<file path="src/rtl/seq_pkg.sv">
// seq_pkg: shared state type and select constants for decoder_input_sequencer
package seq_pkg;
    typedef enum logic {MANUAL, SCAN} seq_state_t;
    localparam int SEL_W = 4;
    localparam logic [SEL_W-1:0] SEL_MAX = 4'd15;
endpackage

</file>
<file path="src/rtl/input_debounce.sv">
// input_debounce: 2-flop synchronizer plus stable-count debouncer for one raw board input
module input_debounce #(
    parameter int DB_CYCLES = 1_000_000
) (
    input  logic CLK100MHZ,
    input  logic CPU_RESETN,
    input  logic din,
    output logic dout
);
    localparam int CW = $clog2(DB_CYCLES);
    logic s1, s2;
    logic [CW-1:0] cnt;
    always_ff @(posedge CLK100MHZ) begin
        if (!CPU_RESETN) begin
            s1   <= 1'b0;
            s2   <= 1'b0;
            cnt  <= '0;
            dout <= 1'b0;
        end else begin
            s1 <= din;
            s2 <= s1;
            if (s2 == dout) cnt <= '0;
            else if (cnt == CW'(DB_CYCLES - 1)) begin
                dout <= s2;
                cnt  <= '0;
            end else cnt <= cnt + 1'b1;
        end
    end
endmodule

</file>
<file path="src/rtl/decoder_input_sequencer.sv">
// decoder_input_sequencer: debounced MANUAL/SCAN select and enable source for the 4-to-16 decoder; define SCAN_BIDIR_EN for a ping-pong scan
module decoder_input_sequencer
    import seq_pkg::*;
#(
    parameter int DB_CYCLES   = 1_000_000,
    parameter int STEP_CYCLES = 25_000_000
) (
    input  logic             CLK100MHZ,
    input  logic             CPU_RESETN,
    input  logic [SEL_W-1:0] SW,
    input  logic             BTNC,
    input  logic             BTNU,
    output logic [SEL_W-1:0] sel,
    output logic             en,
    output logic             mode
);
    localparam int PW = $clog2(STEP_CYCLES);
    logic [SEL_W-1:0] sw_db, sel_d;
    logic btnc_db, btnu_db, btnu_q, btnu_press, tick, en_d, mode_d;
    logic [PW-1:0] presc, presc_d;
    seq_state_t state, state_d;
`ifdef SCAN_BIDIR_EN
    logic up, up_d;
`endif

    for (genvar i = 0; i < SEL_W; i++) begin : g_sw
        input_debounce #(.DB_CYCLES(DB_CYCLES)) u_sw (
            .CLK100MHZ(CLK100MHZ), .CPU_RESETN(CPU_RESETN), .din(SW[i]), .dout(sw_db[i])
        );
    end
    input_debounce #(.DB_CYCLES(DB_CYCLES)) u_btnc (
        .CLK100MHZ(CLK100MHZ), .CPU_RESETN(CPU_RESETN), .din(BTNC), .dout(btnc_db)
    );
    input_debounce #(.DB_CYCLES(DB_CYCLES)) u_btnu (
        .CLK100MHZ(CLK100MHZ), .CPU_RESETN(CPU_RESETN), .din(BTNU), .dout(btnu_db)
    );

    assign btnu_press = btnu_db & ~btnu_q;
    assign tick       = presc == PW'(STEP_CYCLES - 1);

    always_ff @(posedge CLK100MHZ) begin
        if (!CPU_RESETN) begin
            state  <= MANUAL;
            sel    <= '0;
            en     <= 1'b0;
            mode   <= 1'b0;
            presc  <= '0;
            btnu_q <= 1'b0;
`ifdef SCAN_BIDIR_EN
            up     <= 1'b1;
`endif
        end else begin
            state  <= state_d;
            sel    <= sel_d;
            en     <= en_d;
            mode   <= mode_d;
            presc  <= presc_d;
            btnu_q <= btnu_db;
`ifdef SCAN_BIDIR_EN
            up     <= up_d;
`endif
        end
    end

    always_comb state_d = btnu_press ? (state == MANUAL ? SCAN : MANUAL) : state;

    // A press leaving SCAN pre-empts any step tick in the same cycle.
    always_comb begin
        presc_d = presc;
        sel_d   = sel;
`ifdef SCAN_BIDIR_EN
        up_d    = up;
`endif
        if (state_d == MANUAL) sel_d = sw_db;
        else if (state == MANUAL) begin
            sel_d   = '0;
            presc_d = '0;
`ifdef SCAN_BIDIR_EN
            up_d    = 1'b1;
`endif
        end else if (!btnc_db) begin
            presc_d = tick ? '0 : presc + 1'b1;
`ifdef SCAN_BIDIR_EN
            if (tick && ((up && sel == SEL_MAX) || (!up && sel == '0))) up_d = ~up;
            if (tick) sel_d = up_d ? sel + 1'b1 : sel - 1'b1;
`else
            if (tick) sel_d = sel + 1'b1;
`endif
        end
        en_d   = state_d == MANUAL ? btnc_db : 1'b1;
        mode_d = state_d == SCAN;
    end
endmodule
</file>
<file path="config.mk">
export PLATFORM = sky130hd
export DESIGN_NAME = decoder_input_sequencer
export DESIGN_NICKNAME = d
export VERILOG_FILES = /design/src/rtl/seq_pkg.sv /design/src/rtl/input_debounce.sv /design/src/rtl/decoder_input_sequencer.sv
export SDC_FILE = /design/constraint.sdc
export NUM_CORES = 1
export LEC_CHECK = 0
export ABC_AREA = 1
export ABC_CLOCK_PERIOD_IN_PS = 2700
export BUFFER_PORTS_ARGS = -buffer_cell sky130_fd_sc_hd__buf_4
export CAP_MARGIN = 20
export CORE_UTILIZATION = 35
export DETAILED_ROUTE_END_ITERATION = 12
export GPL_ROUTABILITY_DRIVEN = 0
export PLACE_DENSITY = 0.53
export RECOVER_POWER = 50
export SLEW_MARGIN = 20
export SYNTH_ARGS = -nofsm -noshare
export SYNTH_HDL_FRONTEND = slang
export SYNTH_SLANG_ARGS = --single-unit
</file>
<file path="constraint.sdc">
create_clock -name CLK100MHZ -period 2.7 [get_ports CLK100MHZ]
set_clock_uncertainty 0.15 [all_clocks]
set_input_delay 0.135 -clock CLK100MHZ [delete_from_list [all_inputs] [get_ports CLK100MHZ]]
set_output_delay 0.135 -clock CLK100MHZ [all_outputs]
set_load 0.1 [all_outputs]
</file>
# Word-level counts from Yosys, hierarchy flattened
# Index checks and enable logic that the tools add are counted.
# word_totals
ff_bits	170
input_bits	8
output_inout_bits	6
wordCells	86
# op_classes
add_sub_neg	8
eq_ne	16
muxes	10
bitwise	9
n_reduce_logical	14
# op_table
operator	n
20-bit by 1-bit adder with 20-bit output (second input constant)	6
20-bit == test (second input constant)	6
25-bit 2-to-1 mux	3
25-bit by 1-bit adder with 25-bit output (second input constant)	1
25-bit == test (second input constant)	1
3-bit OR reduction	6
4-bit 2-to-1 mux	4
2-bit AND reduction	8
1-bit inverter	8
1-bit == test	6
3-bit != test (second input constant)	2
4-bit by 1-bit adder with 4-bit output (second input constant)	1
1-bit 2-to-1 mux	3
2-bit != test (second input constant)	1
1-bit bitwise AND	1

# Logic depth before layout (Yosys ltp)
# Gate-level depths: netlist of run 1.
# logic_depth
word_depth	5
depth_mapped	12
depth_no_buf	11

# Cells and area by module
# From an unflattened synthesis of run 1, not the netlist that was laid out.
# hier_totals
hier_cells	1314
area_unflattened_um2	8888.5
# modules_own_cells
module	n_inst	cells_per_inst	area_each_um2	seq_area_each_um2
input_debounce	6	161	1136.1	460.4
decoder_input_sequencer	1	348	2072.0	640.6

# Worst setup path after synthesis of run 1
# No wires, ideal clock.
# synth_path
kind	register to register
from	register state
to	register presc[4]
setup_ns	0.116
arrival_ns	2.241
required_ns	2.434
setup_slack_ns	0.193
path_stages_with_launch	9
path_buffers	2
period_less_slack_ns	2.507
path_cell_list	dfxtp_1 > ha_1 > buf_2 > a21oi_4 > inv_2 > buf_4 > nor2_1 > xor2_1 > nor2_1
# synth_via
elab_chain_len	3
word_cells_on_any_way	5
classes_between	eq/ne (1); mux (3); reduce/logical (1)
# synth_lines
item	line_no	text
start: declaration	decoder_input_sequencer.sv:21	seq_state_t state, state_d;
start signal: assignment	decoder_input_sequencer.sv:53	state <= state_d;
1-bit 2-to-1 mux (2 in series)	decoder_input_sequencer.sv:65	always_comb state_d = btnu_press ? (state == MANUAL ? SCAN : MANUAL) : state;
2-bit AND reduction (no line)	n/a	
end signal: assignment	decoder_input_sequencer.sv:57	presc <= presc_d;
end: declaration	decoder_input_sequencer.sv:20	logic [PW-1:0] presc, presc_d;
# Several ways; a longest one is shown, not always the timed one.
# A chain may end at the register's enable or synchronous reset.

# Worst setup path in the final report of run 1
# layout_path
from	register u_btnu.dout
to	register presc[12]
# layout_via
elab_chain_len	3
# layout_lines
item	line_no	text
start: declaration	input_debounce.sv:8	output logic dout
start signal: assignment	input_debounce.sv:18	dout <= 1'b0;
start signal: assignment	input_debounce.sv:24	dout <= s2;
1-bit bitwise AND	decoder_input_sequencer.sv:38	assign btnu_press = btnu_db & ~btnu_q;
1-bit 2-to-1 mux	decoder_input_sequencer.sv:65	
2-bit AND reduction (no line)	n/a	
# Every way passes these cells.

==> impl_metrics.ini, run 1 <==
[timing]
finalCritPeriodShare_pct = 85.6
setup_slack_ns = 0.388
post-route-min-period_ns = 2.31
rsz0062_at_grt = no
finalSetupTns_ns = 0
hold_viol = 0
fmax_ghz = 0.433
final-setup-viol-count = 0
relSlewSlack_pct = 20.5
slew_violations = 0
worst-slew-pin-transition_ns = 1.20

[setup_path]
crit_family = simple AND/OR/NAND/NOR gates
cpMostUsedCell = nand2_1
worstPathArrival_ns = 2.47
path_class = reg -> reg
critical_path_depth = 10
critPathLaunch = u_btnu.dout$_SDFFE_PN0P_
ff2ff_path_depth = 10
worstSetupEndpointType = flop
r2r-start = u_btnu.dout$_SDFFE_PN0P_
cp-start-kind = flop
path_cells = nand2_1 > ha_1 > a21oi_4 > inv_1 > nor2_4 > nand3_2 > nor2_1 > nand2_1 > nand2_1 > nor2_1
critPathMaxStageDelay_ns = 0.39
path_buf_inv = 1
slowest_stage = dfxtp_1
cp.required_ns = 2.86
crit_fanout = 13

[worst_hold_path]
min_path_cells = 2
hp-start = u_btnc.s1$_SDFF_PN0_
min_path_type = reg -> reg

[die]
start_util_pct = 35.9
die_height_um = 158
die_x_um = 158
die_area_sq_mm = 0.0248
num_rows = 56
io_pins = 14
coreArea_sq_mm = 0.0236

[final_layout]
antenna_cells = 0
final_core_util_pct = 40.2
final_cell_mix = nand2_1 (262), nor2_1 (234), dfxtp_1 (170), inv_1 (166), nand3_1 (79)
drive_gt1_share_pct = 6.39
instances_no_fill = 1587
final_area_sq_mm = 0.00950
final_common_cell = nand2_1
area_delta_synth_final_pct = 12.0
fin_nets = 1272

[power]
leakage_nw = 3.31
power_density_mw_per_mm2 = 523
vdd_drop_max_v = 0.000365

[clock_tree]
cts_root_buf = clkbuf_16
clkSinkCount = 170
cts_tree = done
path_clk_slew_ns = 0.07
cts_buffers = 17
cts_setup_buffers = 0
insertion_delay_ns = 0.43
cts_max_path_buffers = 2
hold_buffers = 11
cts.repair.resized = 0
htree_num_levels = 4

[detailed_routing]
wire_per_inst_um = 10.9
postRouteAntennaNets = 0
wirelength_mm = 17.3
drt_pass1_iterations = 5
drt_iter0_drc = 300
num_vias = 7216
vias_per_cell = 4.55
drc_errors = 0

[place]
hpwl_mm = 12.7
placed_cells = 1544
pre_cts_slack_ns = 0.542
placed_cell_area_sq_mm = 0.00887
io_buffers = 13

[grt]
grt_pass1_wl_mm = 30.9
grt_max_degree = 34
overflow = 0
grt_usage_pct = 15.2
antenna_found_initial = 0
grt_pass1_vias = 6903

[synth]
synth_cell_types = 39
syn_area_per_cell_sq_um = 6.92
syn_inst = 1225
syn_area_sq_mm = 0.00847
synth_area_leaders = dfxtp_1 (40%), nand2_1 (11%), nor2_1 (10%)
ys_ff_latch = 170
yosysTopAreaCell = dfxtp_1
syn_nets = 1242
netlist.area_leader.share_pct = 40.2
yosysSeqAreaShare_pct = 40.2
yosysWarnings = 0

[run]
drv.max_cap_violation_count = 0

[outcome]
outcome = finished, final reports clean
logic make-up after synthesis:
group                      count (synthesis)  synth area share, %
buffers and inverters                    184                 8.93
AOI/OAI and AO/OA                         75                 4.77
adders and majority gates                  9                 1.33
and+or+nand+nor                          725                 38.4
xor gates and xnor gates                  62                 6.41
DFF                                      170                 40.2
synth_stat cells (all sizes together):
cell type and instances:
clkbuf 3, nand2b 1, inv 167, a22oi 1
xor2 45, ha 9, a21oi 50, nor2 244
nor3 64, dfxtp 170, nor4 4, buf 14
nand3 80, xnor2 17, o21ai 17, or2 8
nor3b 4, a31oi 5, nand3b 9, o21bai 2
and2 1, nand2 273, nand4 37
final timing paths:
path,end,slack [ns]
worst max-delay path,presc[12]$_SDFFE_PN0P_,0.39
worst min-delay path,u_btnc.s2$_SDFF_PN0_,0.26
worst max register to register,presc[12]$_SDFFE_PN0P_,0.39
worst min register to register,u_btnc.s2$_SDFF_PN0_,0.26
metrics by stage:
stage	hold WS, ns	power, mW
CTS	0.267	5.06
finish	0.264	4.96
detailed placement	0.171	2.64
floorplan	0.0826	2.62
global placement	0.182	2.64
global route	0.283	5.16
power by group:
group          total [mW]  internal [mW]  switching (mW)
Sequential           2.52           2.52         0.00648
Clock                2.37           1.23            1.14
Combinational      0.0675         0.0269          0.0406
per-layer routing:
metal / up-vias / routed length, um / track usage [%]
met1: 3195 / 8770 / 19.9
li1: 3932 / - / -
met3: 18 / 477 / 3.18
met4: 0 / 209 / 5.13
met2: 71 / 7890 / 24.9
met5: - / 0 / 0
tightest hold or removal path, stage by stage, from the launching register on:
cell	delay, ns
dfxtp_1	0.31
nand2_1	0.04
inv_1	0.04
area by class of cell:
cell class | instances | area, sq um
fillers | 2561 | 14100
multi-input cells | 871 | 4280
flip-flops and latches | 170 | 3400
inverters | 167 | 627
clock buffers | 17 | 425
well taps | 319 | 399
repair buffers | 28 | 208
clock inverters | 15 | 151
state kept, by name, summed over array words and instances, names as in the netlist, 4 cells and up:
signal	cells
g_sw.u_sw.cnt	80
presc	25
u_btnc.cnt	20
u_btnu.cnt	20
g_sw.u_sw.dout	4
g_sw.u_sw.s1	4
g_sw.u_sw.s2	4
sel	4
Power figures use the tool's default switching activity.
==> inputs of run 2 (changes only) <==
--- a/config.mk
+++ b/config.mk
@@ -6,13 +6,12 @@
 export NUM_CORES = 1
 export LEC_CHECK = 0
 export ABC_AREA = 1
-export ABC_CLOCK_PERIOD_IN_PS = 2700
 export BUFFER_PORTS_ARGS = -buffer_cell sky130_fd_sc_hd__buf_4
 export CAP_MARGIN = 20
 export CORE_UTILIZATION = 35
 export DETAILED_ROUTE_END_ITERATION = 12
 export GPL_ROUTABILITY_DRIVEN = 0
-export PLACE_DENSITY = 0.53
+export PLACE_DENSITY = 0.47
 export RECOVER_POWER = 50
 export SLEW_MARGIN = 20
 export SYNTH_ARGS = -nofsm -noshare
==> run 2 against run 1 <==
Effect of this change:
- first-iteration DRC count up 6.7%
- worst hold slack got worse by 0.0071 ns
- final cell count stayed put
- largest power group unchanged
- highest routed layer unchanged
==> impl_metrics.ini, run 2 (synthesis gave the netlist of run 1 again) <==
[detailed_routing]
drt_pass1_iterations = 4
num_vias = 7183
top_layer = met4
dr_wl_met2_mm = 8.11
wl_met1_mm = 9.59
drc_errors = 0
postRouteAntennaNets = 0
wl_met3_um = 260
drt_iter0_drc = 320
wire_per_inst_um = 11.4
wirelength_mm = 18.1
vias_per_cell = 4.53

[die]
num_rows = 56
start_util_pct = 35.9
io_pins = 14
die_height_um = 158
die_x_um = 158
coreArea_sq_mm = 0.0236
die_area_sq_mm = 0.0248

[final_layout]
largest-register = g_sw.u_sw.cnt
fillers = 2553
top_regs = g_sw.u_sw.cnt: 80 flops, presc: 25 flops
area_delta_synth_final_pct = 12.3
antenna_cells = 0
fin_nets = 1272
final_core_util_pct = 40.3
final_common_cell = nand2_1
final_cell_mix = nand2_1 (261), nor2_1 (234), dfxtp_1 (170), inv_1 (165), nand3_1 (79)
largest_reg_flops = 80
multi_input_area_sq_mm = 0.00427
drive_gt1_share_pct = 6.47
area.sequential_sq_mm = 0.00340
final_area_sq_mm = 0.00951

[grt]
overflow = 0
grt_usage_pct = 16.0
grt_pass1_vias = 6918
antenna_found_initial = 0
grt_pass1_wl_mm = 32.1
grt_max_degree = 34

[timing]
fmax_ghz = 0.438
finalSetupTns_ns = 0
hold_viol = 0
rsz0062_at_grt = no
finalCritPeriodShare_pct = 84.6
relSlewSlack_pct = 20.8
slew_violations = 0
setup_slack_ns = 0.415
post-route-min-period_ns = 2.29
final-setup-viol-count = 0
worst-slew-pin-transition_ns = 1.19

[setup_path]
worstSetupEndpointType = flop
worstPathArrival_ns = 2.45
cp.required_ns = 2.87
cp-start-kind = flop
crit_fanout = 12
path_class = reg -> reg

[clock_tree]
cts_max_path_buffers = 2
cts_setup_buffers = 0
clkSinkCount = 170
cts_root_buf = clkbuf_16
htree_num_levels = 4
insertion_delay_ns = 0.42
path_clk_slew_ns = 0.07
cts_buffers = 17
cts_tree = done

[place]
placed_cell_area_sq_mm = 0.00886
io_buffers = 13
pre_cts_slack_ns = 0.587
hpwl_mm = 13.3

[outcome]
outcome = finished, final reports clean

[power]
leakage_nw = 3.32
power_density_mw_per_mm2 = 534
vdd_drop_max_v = 0.000360

[run]
drv.max_cap_violation_count = 0

[worst_hold_path]
min_path_type = reg -> reg
[run 2: changes by cell type in the layout (fill, tap and decap cells not counted), sizes merged]
cell and delta:
bufinv +2, clkinv -2, clkinvlp +1, dlygate4sd3 +1
inv -2
[run 2: power by group]
group | total, mW | switching (mW) | leakage [nW] | internal, mW
combinational | 0.0693 | 0.0415 | 1.65 | 0.0279
sequential | 2.52 | 0.00637 | 1.37 | 2.52
clock | 2.49 | 1.08 | 0.294 | 1.41
total | 5.08 | 1.13 | 3.32 | 3.96
[run 2: layer usage]
| layer | global-route usage (%) | vias to the layer above |
|---|---|---|
| li1 | - | 3937 |
| met1 | 21.3 | 3191 |
| met2 | 26.0 | 46 |
| met3 | 3.18 | 9 |
| met4 | 4.81 | 0 |
| met5 | 0 | - |
[run 2: final timing paths]
path	start	slack (ns)	depth (start not counted)	to
max	u_btnu.dout$_SDFFE_PN0P_	0.41	9	presc[21]$_SDFFE_PN0P_
min	g_sw[1].u_sw.s1$_SDFF_PN0_	0.26	2	g_sw[1].u_sw.s2$_SDFF_PN0_
max reg2reg	u_btnu.dout$_SDFFE_PN0P_	0.41	9	presc[21]$_SDFFE_PN0P_
min reg2reg	g_sw[1].u_sw.s1$_SDFF_PN0_	0.26	2	g_sw[1].u_sw.s2$_SDFF_PN0_
[run 2: stage by stage]
| stage | power, mW | hold slack (ns) | instances |
|---|---|---|---|
| after detailed placement | 2.64 | 0.178 | 1543 |
| after floorplan | 2.62 | 0.0826 | 1225 |
| after global routing | 5.31 | 0.293 | 1587 |
| after global placement | 2.64 | 0.173 | 1543 |
| final | 5.08 | 0.257 | 1587 |
| after CTS | 5.19 | 0.266 | 1587 |
[run 2: layout make-up]
type | count | share of cell area, %
clock buffer | 18 | 4.62
clock inverter | 14 | 1.67
tap | 319 | 4.20
timing repair buffer | 28 | 2.25
inverter | 167 | 6.59
multi-input combinational | 871 | 44.9
sequential | 170 | 35.8
[run 2: worst max-delay path, stage by stage, from the launching register on]
cell     delay, ns
dfxtp_1       0.39
nand2_1       0.08
ha_1          0.37
a21oi_1       0.37
buf_4         0.29
nand3_1       0.15
nor2_2        0.18
nand3_1       0.09
nand3_1       0.09
nor2_1        0.04
[run 2: what timing repair did]
item                                    CTS  global route
hold buffers                             12             0
gates resized for setup                   0             0
endpoints found under the setup margin    0             0
endpoints found under the hold margin    27             0
